## src/rtl/dmem_arb_pkg.sv

```systemverilog
// Shared types and defaults for the data-memory arbiter.
package dmem_arb_pkg;

    // Which requester owns the memory port this cycle
    typedef enum logic [1:0] {
        GNT_NONE = 2'd0,
        GNT_CORE = 2'd1,
        GNT_DBG  = 2'd2
    } gnt_src_e;

    localparam int unsigned DEF_MAX_STREAK = 4;
    localparam int unsigned DEF_CW         = 16;

    // Width needed to hold a streak value 0..max_streak
    function automatic int unsigned streak_width(input int unsigned max_streak);
        return (max_streak < 1) ? 1 : $clog2(max_streak + 1);
    endfunction

endpackage

```

## src/rtl/arb_streak_ctr.sv

```systemverilog
// Saturating count of consecutive core wins over a waiting debug request.
module arb_streak_ctr
    import dmem_arb_pkg::*;
#(
    parameter int unsigned MAX_STREAK = DEF_MAX_STREAK
) (
    input  logic clk,
    input  logic rst_n,
    input  logic i_clr,
    input  logic i_inc,
    output logic o_full
);

    localparam int unsigned SW = streak_width(MAX_STREAK);

    logic [SW-1:0] r_cnt;
    logic          w_full;

    assign w_full = (r_cnt == SW'(MAX_STREAK));
    assign o_full = w_full;

    // Clear has priority; increment stops at MAX_STREAK
    always_ff @(posedge clk or negedge rst_n) begin
        if (!rst_n) begin
            r_cnt <= '0;
        end else if (i_clr) begin
            r_cnt <= '0;
        end else if (i_inc && !w_full) begin
            r_cnt <= r_cnt + SW'(1);
        end
    end

endmodule

```

## src/rtl/dmem_arbiter.sv

```systemverilog
// Shares the single-port data memory between the core and a debug reader.
// Core has priority; a streak limit forces one debug slot (core stalled).
module dmem_arbiter
    import dmem_arb_pkg::*;
#(
    parameter int unsigned AW         = 32,
    parameter int unsigned DW         = 32,
    parameter int unsigned MAX_STREAK = DEF_MAX_STREAK,
    parameter int unsigned CW         = DEF_CW
) (
    input  logic          clk,
    input  logic          reset,
    input  logic          c_req,
    input  logic          c_we,
    input  logic [AW-1:0] c_addr,
    input  logic [DW-1:0] c_wdata,
    output logic [DW-1:0] c_rdata,
    output logic          c_stall,
    input  logic          d_req,
    input  logic          d_we,
    input  logic [AW-1:0] d_addr,
    input  logic [DW-1:0] d_wdata,
    output logic          d_ack,
    output logic [DW-1:0] d_rdata,
    output logic          m_we,
    output logic [AW-1:0] m_addr,
    output logic [DW-1:0] m_wdata,
    input  logic [DW-1:0] m_rdata,
    output logic [CW-1:0] stall_cnt
);

    gnt_src_e      w_gnt_src;
    logic          w_gnt_d;
    logic          w_gnt_c;
    logic          w_d_busy;
    logic          w_streak_full;
    logic          r_d_ack;
    logic [DW-1:0] r_d_rdata;
    logic [CW-1:0] r_stall_cnt;

    // The ack cycle doubles as the busy cycle: a held d_req is not regranted
    assign w_d_busy = r_d_ack;

    arb_streak_ctr #(
        .MAX_STREAK (MAX_STREAK)
    ) u_streak (
        .clk    (clk),
        .rst_n  (reset),
        .i_clr  (w_gnt_d | ~d_req),
        .i_inc  (w_gnt_c & d_req & ~w_d_busy),
        .o_full (w_streak_full)
    );

    // Grant: debug only when core idle or the streak limit is reached
    always_comb begin
        w_gnt_src = GNT_NONE;
        if (d_req && !w_d_busy && (!c_req || w_streak_full)) begin
            w_gnt_src = GNT_DBG;
        end else if (c_req) begin
            w_gnt_src = GNT_CORE;
        end
    end

    assign w_gnt_d = (w_gnt_src == GNT_DBG);
    assign w_gnt_c = (w_gnt_src == GNT_CORE);

    // Memory port mux; write enable only with a grant and never in reset
    always_comb begin
        m_addr  = c_addr;
        m_wdata = c_wdata;
        m_we    = w_gnt_c & c_we;
        if (w_gnt_d) begin
            m_addr  = d_addr;
            m_wdata = d_wdata;
            m_we    = d_we;
        end
        if (!reset) begin
            m_we = 1'b0;
        end
    end

    assign c_rdata   = m_rdata;
    assign c_stall   = c_req & w_gnt_d;
    assign d_ack     = r_d_ack;
    assign d_rdata   = r_d_rdata;
    assign stall_cnt = r_stall_cnt;

    // Debug return path: ack pulse and captured read data
    always_ff @(posedge clk or negedge reset) begin
        if (!reset) begin
            r_d_ack   <= 1'b0;
            r_d_rdata <= '0;
        end else begin
            r_d_ack <= w_gnt_d;
            if (w_gnt_d && !d_we) begin
                r_d_rdata <= m_rdata;
            end
        end
    end

    // Saturating count of core stall cycles
    always_ff @(posedge clk or negedge reset) begin
        if (!reset) begin
            r_stall_cnt <= '0;
        end else if (c_stall && (r_stall_cnt != '1)) begin
            r_stall_cnt <= r_stall_cnt + CW'(1);
        end
    end

endmodule

```

## config.mk

```make
export PLATFORM = sky130hd
export DESIGN_NAME = dmem_arbiter
export DESIGN_NICKNAME = d
export VERILOG_FILES = /design/src/rtl/dmem_arb_pkg.sv /design/src/rtl/arb_streak_ctr.sv /design/src/rtl/dmem_arbiter.sv
export SDC_FILE = /design/constraint.sdc
export NUM_CORES = 1
export LEC_CHECK = 0
export BUFFER_PORTS_ARGS = -buffer_cell sky130_fd_sc_hd__buf_2
export CAP_MARGIN = 15
export CORE_AREA = 2 2 123 125
export DETAILED_ROUTE_END_ITERATION = 10
export DIE_AREA = 0 0 125 127
export RECOVER_POWER = 50
export SLEW_MARGIN = 20
export SYNTH_ARGS = -nofsm -noshare
export SYNTH_HDL_FRONTEND = slang
export SYNTH_SLANG_ARGS = --single-unit
```

## constraint.sdc

```tcl
create_clock -name clk -period 2.5 [get_ports clk]
set_clock_uncertainty 0.1 [all_clocks]
set_input_delay 0.375 -clock clk [delete_from_list [all_inputs] [get_ports clk]]
set_output_delay 0.375 -clock clk [all_outputs]
set_load 0.05 [all_outputs]
```

==> impl_metrics.yaml, run 1 <==
setup_path:
  crit_family: "buffers and inverters"
  r2r_slack_ps: 110
  worstReg2RegStart: "u_streak.r_cnt[0]$_DFFE_PN0P_"
  critPathMaxStageDelay_ps: 380
  critPathArrivalTime_ps: 2090
  r2r_cells: 11
  critPathSlowestCell: "dfrtp_1"
  endpoint_kind: "output port"
  worstSetupPathDepth: 10
  crit_buf_inv: 5
  worstPathCellList: "inv_2 > ha_4 > a21boi_4 > nor3b_4 > buf_6 > buf_8 > buf_16 > nand3b_1 > a21boi_2 > buf_12"
  timing.rr.end: "d_rdata[0]$_DFFE_PN0P_"
  startpoint_type: "register"
  crit_type: "reg -> out"
  worstPathRequired_ps: 2030
  crit_fanout: 6
pwr:
  switchingPower_w: 0.001507
  pwr-share-seq_pct: 29.7
  p_sw_share_pct: 43.91
  peakVddDrop_mv: 0.2609
  p_comb_share_pct: 50.2
  power_per_cell_area_nw_per_um2: 594.7
  internal_power_w: 0.001925
  p_leak_nw: 2.911
  clkPwrFrac_pct: 20.1
  fin_total_pwr_w: 0.003432
timing:
  whs_ps: 218.0
  min_period_ps: 2565
  setup_viol: 65
  drv_slew: 0
  relSlewSlack_pct: 14.62
  grt_setup_unrepaired: "true"
  timing.final.ws_setup_ps: -65.30
  worst_slew_pin_slew_ps: 1281
  fmax_ghz: 0.3898
  finalHoldViolCount: 0
  fin_crit_sh_pct: 102.6
route:
  wl_per_cell_um: 15.74
  drtIter0Drc: 135
  vias_per_cell: 4.326
  dr.pass1.iters: 4
  remaining_drc_errors: 0
  wirelength_um: 11880
  via_count: 3266
  ant_nets: 0
place:
  place_area_sq_um: 4880
  io_buffers: 312
  gp_congestion: 0.9244
  place_hpwl_um: 9264
yosys:
  syn_inst: 273
  synthXorXnorAreaFrac_pct: 3.446
  synth_flop_cell: "dfrtp_1"
  synth_compound_area_share_pct: 1.969
  yosys.area.top_type_share_pct: 39.38
  synthArstFlopShare_pct: 100.0
  ys_ff_latch: 52
  netlist_area_sq_um: 3304
  synth_seq_area_share_pct: 39.38
  synth_area_leaders: "dfrtp_1 (39%), mux2_2 (31%), buf_4 (8.0%)"
  syn-num-nets: 442
  synth_top_family_by_area: "multiplexers"
  synth_edf_count: 0
  yosysTopAreaCell: "dfrtp_1"
  synthMuxAreaShare_pct: 33.66
  yosysWarningCount: 0
  synth.distinct_cells: 41
  synth_common_cells: "mux2_2 (92), dfrtp_1 (52), buf_4 (35), nand2_1 (8)"
  synthSimpleGateAreaFrac_pct: 9.807
  avgSynthCellArea_sq_um: 12.10
  yosysMostFrequentCell: "mux2_2"
  synthAdderAreaFrac_pct: 1.136
grt:
  grt_max_degree: 53
  grt-ovfl-total: 0
  antenna_found_initial: 0
  grt_use_total_pct: 13.87
  grt_pass1_wl_um: 17630
  grt_pass1_vias: 3271
outcome:
  violations: "setup timing"
  status: "finished, violations left"
floorplan:
  die-area_sq_um: 15880
  placementRows: 44
  boundaryPins: 313
  fp.coreArea_sq_um: 14420
  die_w_um: 125
  die_h_um: 127
  start_util_pct: 22.91
cells_and_area:
  area_growth_syn_to_layout_pct: 74.63
  fin_nets: 739
  fin_area_sq_um: 5771
  diodes: 0
  utilization_pct: 40.01
  drive_gt1_share_pct: 71.63
clock_network:
  path_clk_slew_ps: 80
  cts-root-buf: "clkbuf_16"
  cts_buffers: 5
  clk_latency_ps: 300
  clock-sinks: 52
  holdBufCountCts: 0
  cts_max_level: 2
  cts_tree: "done"
  cts_buffer_depth: 2
worst_hold_path:
  hold_path_class: "in -> reg"
  whs_path_depth: 2
  min_to: "d_rdata[30]$_DFFE_PN0P_"
  hp-start: "m_rdata[30]"
job:
  drv_cap: 0
-- area by class of cell --
type,count,area [sq um]
repair buffers,335,2252
flip-flops and latches,52,1301
clock inverters,3,21.27
well taps,184,230.2
fillers,1426,8653
clock buffers,5,125.1
multi-input cells,171,1822
inverters,5,18.77
-- worst register-to-register path, stage by stage (launching register included) --
cell and delay, ps:
dfrtp_1 400, inv_2 70, ha_4 140, a21boi_4 60
nor3b_4 220, buf_6 160, buf_8 130, buf_16 120
buf_4 100, nor2b_4 170, buf_12 210, mux2_2 390
-- stage by stage --
stage                     std cells  worst slack, ps  TNS (ps)
after floorplan                 273            29.59         0
after global placement          730            137.4         0
after detailed placement        730            114.3         0
after CTS                       752           -112.4     -5404
after global routing            755           -166.4     -9104
final                           755           -65.30     -2714
-- power groups by stage --
stage	clock network [W]	registers, W	logic, W
after floorplan	0	0.00145	0.000696
after global placement	0	0.00103	0.00152
after detailed placement	0	0.00103	0.00153
after CTS	0.000720	0.00102	0.00174
after global routing	0.000757	0.00103	0.00179
final	0.000691	0.00102	0.00172
-- worst max-delay path by stage --
stage,slack (ps),from,endpoint
detailed placement,110,u_streak.r_cnt[1]$_DFFE_PN0P_,m_wdata[29]
global route,-170,u_streak.r_cnt[2]$_DFFE_PN0P_,m_addr[21]
global placement,140,u_streak.r_cnt[0]$_DFFE_PN0P_,m_wdata[29]
floorplan,30,d_ack$_DFF_PN0_,m_we
CTS,-110,u_streak.r_cnt[1]$_DFFE_PN0P_,m_we
finish,-70,u_streak.r_cnt[0]$_DFFE_PN0P_,m_we
-- metal layers --
metal	vias up	global-route usage, %	part of all wire, %
met1	1521	15.72	38
met2	189	26.50	53
met4	0	4.379	1.9
met5	-	0	0
met3	12	2.303	7.4
li1	1544	-	-
-- flip-flops by register name (all words and copies together) (netlist names) --
register	flops
d_ack	1
d_rdata	32
stall_cnt	16
u_streak.r_cnt	3
-- kinds of logic (layout without fill, tap and decap cells) --
logic type	Yosys count	in the layout
AND/OR/NAND/NOR	46	46
adder cells (fa/ha/maj)	3	3
multiplexers	99	99
flip-flops	52	52
XOR/XNOR	13	13
buffers and inverters	50	348
AO/OA/AOI/OAI	10	10
-- repair_timing --
action | CTS | global route
pin swaps | 4 | 3
buffers inserted | 9 | 3
resized for setup | 168 | 7
endpoints found under the setup margin | 65 | 97
cloned | 5 | 0
-- layout by cell type (no fill, tap or decap), types with 2 or more instances in the layout --
cell type  instances
nand3b_1           2
mux2_4            34
buf_6             25
buf_8             20
mux2_1             5
mux2_2            58
and2_1             2
xor2_1             6
inv_1              3
mux2i_1            2
nand4_1            5
ha_1               2
buf_12             5
buf_4             32
clkbuf_1          39
clkbuf_16          5
buf_16             5
inv_2              2
nand2_1            8
xnor2_1            7
dfrtp_1           52
buf_2            208
o21ai_0            3
nand3_1            7
nor4_1             3
nor2_1             3
Power figures use the tool's default switching activity.
==> inputs of run 2 (changes only) <==
--- a/config.mk
+++ b/config.mk
@@ -10,7 +10,7 @@
 export CORE_AREA = 2 2 123 125
 export DETAILED_ROUTE_END_ITERATION = 10
 export DIE_AREA = 0 0 125 127
-export RECOVER_POWER = 50
+export RECOVER_POWER = 25
 export SLEW_MARGIN = 20
 export SYNTH_ARGS = -nofsm -noshare
 export SYNTH_HDL_FRONTEND = slang
==> impl_metrics.yaml, run 2 (synthesized netlist as in run 1, its figures left out) <==
outcome:
  status: "finished, violations left"
  violations: "setup timing"
cells_and_area:
  multiInputGateArea_sq_um: 1822
  diodes: 0
  final_cell_mix: "buf_2 (246), mux2_2 (58), dfrtp_1 (52), mux2_4 (34), buf_4 (32)"
  drive_gt1_share_pct: 78.28
  final_cells: 755
  register_area_sq_um: 1301
  largest_reg_flops: 32
  area_growth_syn_to_layout_pct: 76.07
  mostFrequentLayoutCell: "buf_2"
  fin_nets: 739
  fillers: 1397
timing:
  fin_tns_setup_ps: -2702
  setup_viol: 65
  grt_setup_unrepaired: "true"
  worst_slew_pin_slew_ps: 1282
  relSlewSlack_pct: 14.51
  drv_slew: 0
  min_period_ps: 2565
  fmax_ghz: 0.3898
  finalHoldViolCount: 0
  timing.final.ws_setup_ps: -65.13
  fin_crit_sh_pct: 102.6
pwr:
  p_leak_nw: 3.017
  peakVddDrop_mv: 0.2609
  power_per_cell_area_nw_per_um2: 591.7
clock_network:
  cts_max_level: 2
  cts-root-buf: "clkbuf_16"
  cts_buffers: 5
  holdBufCountCts: 0
  cts_buffer_depth: 2
  cts_tree: "done"
  clock-sinks: 52
  clk_latency_ps: 300
  path_clk_slew_ps: 80
floorplan:
  die-area_sq_um: 15880
  die_w_um: 125
  fp.coreArea_sq_um: 14420
  die_h_um: 127
  start_util_pct: 22.91
  placementRows: 44
  boundaryPins: 313
route:
  wl_per_cell_um: 15.68
  remaining_drc_errors: 0
  drtIter0Drc: 155
  dr.pass1.iters: 4
  wirelength_um: 11840
  vias_per_cell: 4.322
  ant_nets: 0
  via_count: 3263
job:
  drv_cap: 0
place:
  dp_cells: 730
  place_hpwl_um: 9264
  io_buffers: 312
  gp_congestion: 0.9244
grt:
  antenna_found_initial: 0
  grt_max_degree: 53
  grt_pass1_wl_um: 17630
  grt_pass1_vias: 3271
  grt_use_total_pct: 13.87
  grt-ovfl-total: 0
setup_path:
  crit_fanout: 6
  crit_type: "reg -> out"
  critPathArrivalTime_ps: 2090
  r2r_slack_ps: 110
  worstPathRequired_ps: 2030
  r2r_cells: 11
  endpoint_kind: "output port"
  startpoint_type: "register"
worst_hold_path:
  hold_path_class: "in -> reg"
  whs_path_depth: 2
run 2: worst paths after layout:
kind                                                from                  endpoint
min reg2reg                      d_rdata[19]$_DFFE_PN0P_   d_rdata[19]$_DFFE_PN0P_
max reg2reg                u_streak.r_cnt[0]$_DFFE_PN0P_    d_rdata[0]$_DFFE_PN0P_
min in group asynchronous                          reset  stall_cnt[6]$_DFFE_PN0P_
max in group asynchronous                          reset   d_rdata[10]$_DFFE_PN0P_
min                                          m_rdata[30]   d_rdata[30]$_DFFE_PN0P_
max                        u_streak.r_cnt[0]$_DFFE_PN0P_                      m_we
run 2: cell type report:
| type | instances | share of cell area, % |
|---|---|---|
| flip-flops and latches | 52 | 22.37 |
| repair buffers | 335 | 39.53 |
| multi-input cells | 171 | 31.31 |
| clock buffers | 5 | 2.151 |
| inverters | 5 | 0.3226 |
| well taps | 184 | 3.957 |
| clock inverters | 3 | 0.3656 |
run 2: report_power, final:
| part | internal (W) | switching, W | leakage (nW) |
|---|---|---|---|
| Combinational | 0.000606 | 0.00113 | 2.29 |
| Clock | 0.000373 | 0.000317 | 0.0702 |
| Sequential | 0.000960 | 0.0000567 | 0.652 |
| Total | 0.00194 | 0.00150 | 3.02 |
run 2: metal layers:
metal / vias to the layer above / global-route usage (%) / part of all wire, %
met2: 189 / 26.50 / 53
li1: 1545 / - / -
met4: 0 / 4.379 / 1.9
met1: 1517 / 15.72 / 38
met5: - / 0 / 0
met3: 12 / 2.303 / 7.3
run 2: critical path, stage by stage, from the launching register on:
cell,delay [ps]
dfrtp_1,380
inv_2,50
ha_4,160
a21boi_4,160
nor3b_4,70
buf_6,150
buf_8,130
buf_16,130
nand3b_1,170
a21boi_2,220
buf_12,170
run 2: metrics by stage:
| stage | instance area, sq um | hold slack [ps] | utilization [%] | total power, W | setup WS (ps) |
|---|---|---|---|---|---|
| after floorplan | 3308 | -20.59 | - | 0.002149 | 29.59 |
| after global placement | 4880 | 365.3 | 33.83 | 0.002548 | 137.4 |
| after detailed placement | 4880 | 373.8 | 33.83 | 0.002567 | 114.3 |
| after CTS | 5774 | 193.2 | 40.03 | 0.003480 | -112.4 |
| after global routing | 5818 | 220.3 | 40.34 | 0.003594 | -166.4 |
| final | 5818 | 216.6 | 40.34 | 0.003443 | -65.13 |
run 2: timing repair:
action | CTS | global route
cloned | 5 | 0
endpoints found under the setup margin | 65 | 97
resized for setup | 168 | 7
pin swaps | 4 | 3
buffers inserted | 9 | 3
